--- src/rtl/lsu_byte_serial.sv ---
// lsu_byte_serial
// Load/store unit that turns one CPU load or store into 1, 2 or 4 single-byte
// memory cycles, lowest address (least significant byte) first. For loads it
// rebuilds the word and applies sign or zero extension. Requests that are
// illegal or out of range are answered with a fault and never reach memory.
//
// Handshake: a request transfers on a rising edge where req_valid_i and
// req_ready_o are both high. req_ready_o is high only in IDLE, so the unit
// holds one request at a time. resp_valid_o is a single-cycle pulse with no
// back-pressure; resp_fault_o and resp_rdata_o qualify that pulse.
//
// Ports
//   clk_i, rst_i       clock, asynchronous active-high reset
//   req_valid_i/req_ready_o/req_write_i/req_addr_i/req_func3_i/req_wdata_i
//                      request from the execute/memory stage (RV32 func3)
//   resp_valid_o/resp_rdata_o/resp_fault_o
//                      completion pulse with extended load data or fault
//   mem_addr_o/mem_re_o/mem_we_o/mem_wdata_o/mem_rdata_i
//                      byte-wide data memory port; read data is combinational
//   dbg_state_o        current FSM state (IDLE=0, ACCESS=1, DONE=2, FAULT=3)
module lsu_byte_serial #(
  parameter int DEPTH  = 64,
  parameter int ADDR_W = 8
) (
  input  logic              clk_i,
  input  logic              rst_i,
  input  logic              req_valid_i,
  output logic              req_ready_o,
  input  logic              req_write_i,
  input  logic [31:0]       req_addr_i,
  input  logic [2:0]        req_func3_i,
  input  logic [31:0]       req_wdata_i,
  output logic              resp_valid_o,
  output logic [31:0]       resp_rdata_o,
  output logic              resp_fault_o,
  output logic [ADDR_W-1:0] mem_addr_o,
  output logic              mem_re_o,
  output logic              mem_we_o,
  output logic [7:0]        mem_wdata_o,
  input  logic [7:0]        mem_rdata_i,
  output logic [1:0]        dbg_state_o
);

  typedef enum logic [1:0] {
    IDLE   = 2'd0,
    ACCESS = 2'd1,
    DONE   = 2'd2,
    FAULT  = 2'd3
  } state_e;

  state_e            state_q, state_d;
  logic [1:0]        k_q, k_d;
  logic [ADDR_W-1:0] mem_addr_q, mem_addr_d;
  logic [31:0]       buf_q, buf_d;
  logic              write_q;
  logic [2:0]        func3_q;
  logic [31:0]       wdata_q;

  logic              accept;
  logic              req_illegal;
  logic              req_oor;
  logic [32:0]       req_size;
  logic [1:0]        last_k;

  // Index of the final byte for the latched access size.
  always_comb begin
    case (func3_q[1:0])
      2'b00:   last_k = 2'd0;
      2'b01:   last_k = 2'd1;
      default: last_k = 2'd3;
    endcase
  end

  // Legality of the incoming request; only consulted in IDLE, and only
  // steers the next state, never the memory strobes directly.
  always_comb begin
    case (req_func3_i[1:0])
      2'b00:   req_size = 33'd1;
      2'b01:   req_size = 33'd2;
      default: req_size = 33'd4;
    endcase
    req_illegal = (req_func3_i[1:0] == 2'b11) ||
                  (req_write_i && req_func3_i[2]) ||
                  (!req_write_i && (req_func3_i == 3'b110));
    // 33-bit sum so an address near 2^32 cannot wrap back into range.
    req_oor = (|req_addr_i[31:ADDR_W]) ||
              (({1'b0, req_addr_i} + req_size) > 33'(DEPTH));
  end

  assign accept = (state_q == IDLE) && req_valid_i;

  always_comb begin
    state_d    = state_q;
    k_d        = k_q;
    mem_addr_d = mem_addr_q;
    buf_d      = buf_q;

    req_ready_o  = 1'b0;
    resp_valid_o = 1'b0;
    resp_fault_o = 1'b0;
    resp_rdata_o = 32'h0;
    mem_re_o     = 1'b0;
    mem_we_o     = 1'b0;
    mem_wdata_o  = 8'h00;

    case (state_q)
      IDLE: begin
        req_ready_o = 1'b1;
        if (req_valid_i) begin
          k_d   = 2'd0;
          buf_d = 32'h0;
          if (req_illegal || req_oor) begin
            // mem_addr keeps its previous value: a rejected request
            // never appears on the memory port.
            state_d = FAULT;
          end else begin
            state_d    = ACCESS;
            mem_addr_d = req_addr_i[ADDR_W-1:0];
          end
        end
      end
      ACCESS: begin
        if (write_q) begin
          mem_we_o    = 1'b1;
          mem_wdata_o = wdata_q[{k_q, 3'b000} +: 8];
        end else begin
          mem_re_o = 1'b1;
          buf_d[{k_q, 3'b000} +: 8] = mem_rdata_i;
        end
        // The address is not advanced past the last byte, so mem_addr
        // keeps showing the last byte accessed once the access ends.
        if (k_q == last_k) begin
          state_d = DONE;
        end else begin
          k_d        = k_q + 2'd1;
          mem_addr_d = mem_addr_q + ADDR_W'(1);
        end
      end
      DONE: begin
        resp_valid_o = 1'b1;
        if (!write_q) begin
          case (func3_q)
            3'b000:  resp_rdata_o = {{24{buf_q[7]}}, buf_q[7:0]};
            3'b001:  resp_rdata_o = {{16{buf_q[15]}}, buf_q[15:0]};
            3'b100:  resp_rdata_o = {24'h0, buf_q[7:0]};
            3'b101:  resp_rdata_o = {16'h0, buf_q[15:0]};
            default: resp_rdata_o = buf_q;
          endcase
        end
        state_d = IDLE;
      end
      FAULT: begin
        resp_valid_o = 1'b1;
        resp_fault_o = 1'b1;
        state_d      = IDLE;
      end
      default: state_d = IDLE;
    endcase
  end

  assign mem_addr_o  = mem_addr_q;
  assign dbg_state_o = state_q;

  always_ff @(posedge clk_i or posedge rst_i) begin
    if (rst_i) begin
      state_q    <= IDLE;
      k_q        <= 2'd0;
      mem_addr_q <= '0;
      buf_q      <= 32'h0;
      write_q    <= 1'b0;
      func3_q    <= 3'b000;
      wdata_q    <= 32'h0;
    end else begin
      state_q    <= state_d;
      k_q        <= k_d;
      mem_addr_q <= mem_addr_d;
      buf_q      <= buf_d;
      if (accept) begin
        write_q <= req_write_i;
        func3_q <= req_func3_i;
        wdata_q <= req_wdata_i;
      end
    end
  end

endmodule

--- config.mk ---
export PLATFORM = sky130hd
export DESIGN_NAME = lsu_byte_serial
export DESIGN_NICKNAME = d
export VERILOG_FILES = /design/src/rtl/lsu_byte_serial.sv
export SDC_FILE = /design/constraint.sdc
export NUM_CORES = 1
export LEC_CHECK = 0
export ABC_CLOCK_PERIOD_IN_PS = 2240
export BUFFER_PORTS_ARGS = -buffer_cell sky130_fd_sc_hd__buf_2
export CAP_MARGIN = 20
export CORE_MARGIN = 2
export CORE_UTILIZATION = 47
export DETAILED_ROUTE_END_ITERATION = 10
export MAX_ROUTING_LAYER = met4
export PLACE_DENSITY = 0.77
export SYNTH_ARGS = -nofsm -noshare
export SYNTH_HDL_FRONTEND = slang
export SYNTH_SLANG_ARGS = --single-unit
--- constraint.sdc ---
create_clock -name clk_i -period 2.24 [get_ports clk_i]
set_input_delay 0.336 -clock clk_i [delete_from_list [all_inputs] [get_ports clk_i]]
set_output_delay 0.336 -clock clk_i [all_outputs]
set_load 0.1 [all_outputs]
==> impl_metrics.env <==
export IMPL_status="finished, violations left"
export IMPL_violations="setup timing"
export IMPL_die_y_um=100
export IMPL_place_ws_ns=-0.513
export IMPL_synth_nets=587
export IMPL_ant_nets=0
export IMPL_hold_slack_ns=0.0689
export IMPL_relSlewSlack_pct=53.9
export IMPL_yosys_warnings=0
export IMPL_place_inst=738
export IMPL_period_share_pct=102
export IMPL_power_density_nw_per_um2=1260
export IMPL_cp_end_kind="output pin"
export IMPL_max_clock_path_buffers=2
export IMPL_synth_edf_count=0
export IMPL_nets=734
export IMPL_overflow=0
export IMPL_layout_drive_gt1_share_pct=41.5
export IMPL_netlist_area_um2=4370
export IMPL_drt_iter0_drc=354
export IMPL_routed_via_density=5.81
export IMPL_synth_cell_type_count=57
export IMPL_swShare_pct=52.7
export IMPL_n_antenna_cell=0
export IMPL_r2r_end="buf_q[27]"
export IMPL_routed_wl_um=13100
export IMPL_cp_depth=3
export IMPL_crit_slowest_cell="or4b_4"
export IMPL_initial_core_util_pct=47.9
export IMPL_cp_max_fo=8
export IMPL_dpl_hpwl_um=9460
export IMPL_fin_tns_setup_ns=-0.156
export IMPL_rsz0062_at_grt="true"
export IMPL_cap_violations=0
export IMPL_antenna_found_initial=0
export IMPL_avgRoutedWirePerCell_um=17.2
export IMPL_portBuffers=133
export IMPL_postPlaceCellArea_um2=6140
export IMPL_yosysSeqAreaShare_pct=45.8
export IMPL_syn_area_per_cell_um2=8.75
export IMPL_grt_pass1_wl_um=20900
export IMPL_fin_total_pwr_mw=8.23
export IMPL_endpoint="resp_rdata_o[15]"
export IMPL_worstSetupPathType="register to output pin"
export IMPL_place_gp_congestion=0.837
export IMPL_synth_seq_cells=80
export IMPL_root_buffer="clkbuf_8"
export IMPL_p_int_mw=3.89
export IMPL_clock_latency_ns=0.36
export IMPL_cp_start_kind="register"
export IMPL_setup_viol=7
export IMPL_pin_count=134
export IMPL_power_leakage_nw=2.95
export IMPL_p_clk_share_pct=12.2
export IMPL_crit_family="simple AND/OR/NAND/NOR gates"
export IMPL_tightest_slew_ns=0.690
export IMPL_pwr_share_seq_pct=27.7
export IMPL_grt_start_max_net_pins=39
export IMPL_async_flop_share_pct=100
export IMPL_synth_ff_type="dfrtp_1"
export IMPL_drc=0
export IMPL_final_common_cell="nand2_1"
export IMPL_dieWidth_um=100
export IMPL_finalHoldViolations=0
export IMPL_slowest_delay_ns=0.70
export IMPL_htreeDepth=3
export IMPL_fin_util_pct=71.7
export IMPL_period_needed_ns=2.29
export IMPL_switching_power_mw=4.34
export IMPL_r2r_cells=5
export IMPL_cts_tree="yes"
export IMPL_cts_sinks=80
export IMPL_clock_fmax_mhz=436
export IMPL_irDropWorstVdd_uv=723
export IMPL_setup_ws_ns=-0.0543
export IMPL_first_global_vias=4378
export IMPL_fin_area_um2=6540
export IMPL_ff2ff_setup_slack_ns=0.09
export IMPL_rows=35
export IMPL_worstPathArrival_ns=1.96
export IMPL_min_path_type="input port to asynchronous set/reset pin"
export IMPL_cp_startpoint="func3_q[1]"
export IMPL_crit_path_cell_trace="or4b_4 -> a21oi_4 -> buf_12"
export IMPL_final_max_slew_viol_count=0
export IMPL_mostFrequentLayoutCells="160 x nand2_1, 90 x buf_2, 76 x dfrtp_1"
export IMPL_numCtsBuffers=9
export IMPL_r2r_start="dbg_state_o[1]"
export IMPL_area_delta_synth_final_pct=49.7
export IMPL_num_vias=4430
export IMPL_die_area_um2=10100
export IMPL_coreArea_um2=9110
export IMPL_clock_skew_final_ns=0.0118
export IMPL_clk_pin_slew_worst_paths_ns=0.09
export IMPL_worstPathRequired_ns=1.90
export IMPL_cp_num_buf_inv=1
export IMPL_final_cells=762
export IMPL_dr_pass1_iters=5
export IMPL_power_frac_comb_pct=60.1
export IMPL_grt_util_all_layers_pct=27.1
export IMPL_synthCells=499
==> what timing repair did <==
action	4_1_cts	5_1_grt
resized for setup	21	21
endpoints found under the setup margin	45	54
setup buffers	5	3
pin swaps	9	11
hold buffers	0	0
==> power by group through the flow <==
stage,sequential [mW],clock (mW),combinational (mW)
4_1_cts,2.26,1.00,4.79
6_report,2.28,1.01,4.95
3_5_place_dp,2.32,0,4.62
3_3_place_gp,2.29,0,4.51
5_1_grt,2.34,1.07,5.26
2_1_floorplan,2.74,0,3.06
==> layout make-up <==
cell class,count,area [um^2]
Multi-Input combinational cell,367,2610
Fill cell,669,2570
Sequential cell,80,2010
Timing Repair Buffer,165,1500
Clock buffer,11,141
Tap cell,111,139
Inverter,23,96.3
Clock inverter,5,38.8
==> state kept, by name (all words and copies together), names as in the netlist <==
register,count
dbg_state_o,2
mem_addr_o,8
k_q,2
buf_q,32
func3_q,3
write_q,1
wdata_q,32
==> logic make-up after synthesis <==
kind of cell / synth area share (%)
muxes: 4.70
buffers and inverters: 4.61
xor gates and xnor gates: 0.602
and+or+nand+nor: 24.4
adders and majority gates: 2.75
DFF: 45.8
AOI/OAI and AO/OA: 17.1
==> synth_stat cells (all sizes together), types with 2 or more instances <==
cell    count  share of area (%)
nand2     160                 14
dfrtp      80                 46
o21ai      39                4.7
a21oi      31                3.6
inv        23                2.0
clkbuf     21                1.8
a22o       17                3.4
and2       12                1.7
and3       10                1.4
nand3       9                1.0
buf         8               0.80
ha          8                2.3
mux4        8                4.1
a31oi       7                1.0
nand4       6               0.86
nor2        6               0.52
nor4        5               0.72
a22oi       4               0.69
nor3        4               0.72
a21o        3               0.54
nor2b       3               0.43
xor2        3               0.60
and4        2               0.40
nor3b       2               0.34
nor4b       2               0.89
o211ai      2               0.34
o22ai       2               0.29
o31ai       2               0.34
or2         2               0.29
or3         2               0.29
==> worst register-to-register path, cell delays in order, from the launching register on <==
cell	delay (ns)
dfrtp_2	0.48
nand2b_1	0.39
o21ai_4	0.32
o21ai_2	0.20
nor4b_4	0.49
a22o_1	0.21
==> how the worst min path moves through the flow <==
stage / start / to / slack, ns
2_1_floorplan: wdata_q[16] / wdata_q[16] / 0.44
3_3_place_gp: wdata_q[23] / wdata_q[23] / 0.45
3_5_place_dp: wdata_q[31] / wdata_q[31] / 0.46
4_1_cts: rst_i / wdata_q[10] / 0.09
5_1_grt: rst_i / wdata_q[24] / 0.11
6_report: rst_i / wdata_q[16] / 0.07
==> layer usage <==
metal / global-route usage [%] / part of all wire (%) / vias up
met5: - / 0 / -
met4: 9.91 / 2.2 / 0
met3: 4.60 / 7.6 / 44
met2: 43.3 / 51 / 236
met1: 35.1 / 40 / 2132
li1: - / - / 2018
(Power assumes the default switching activity.)
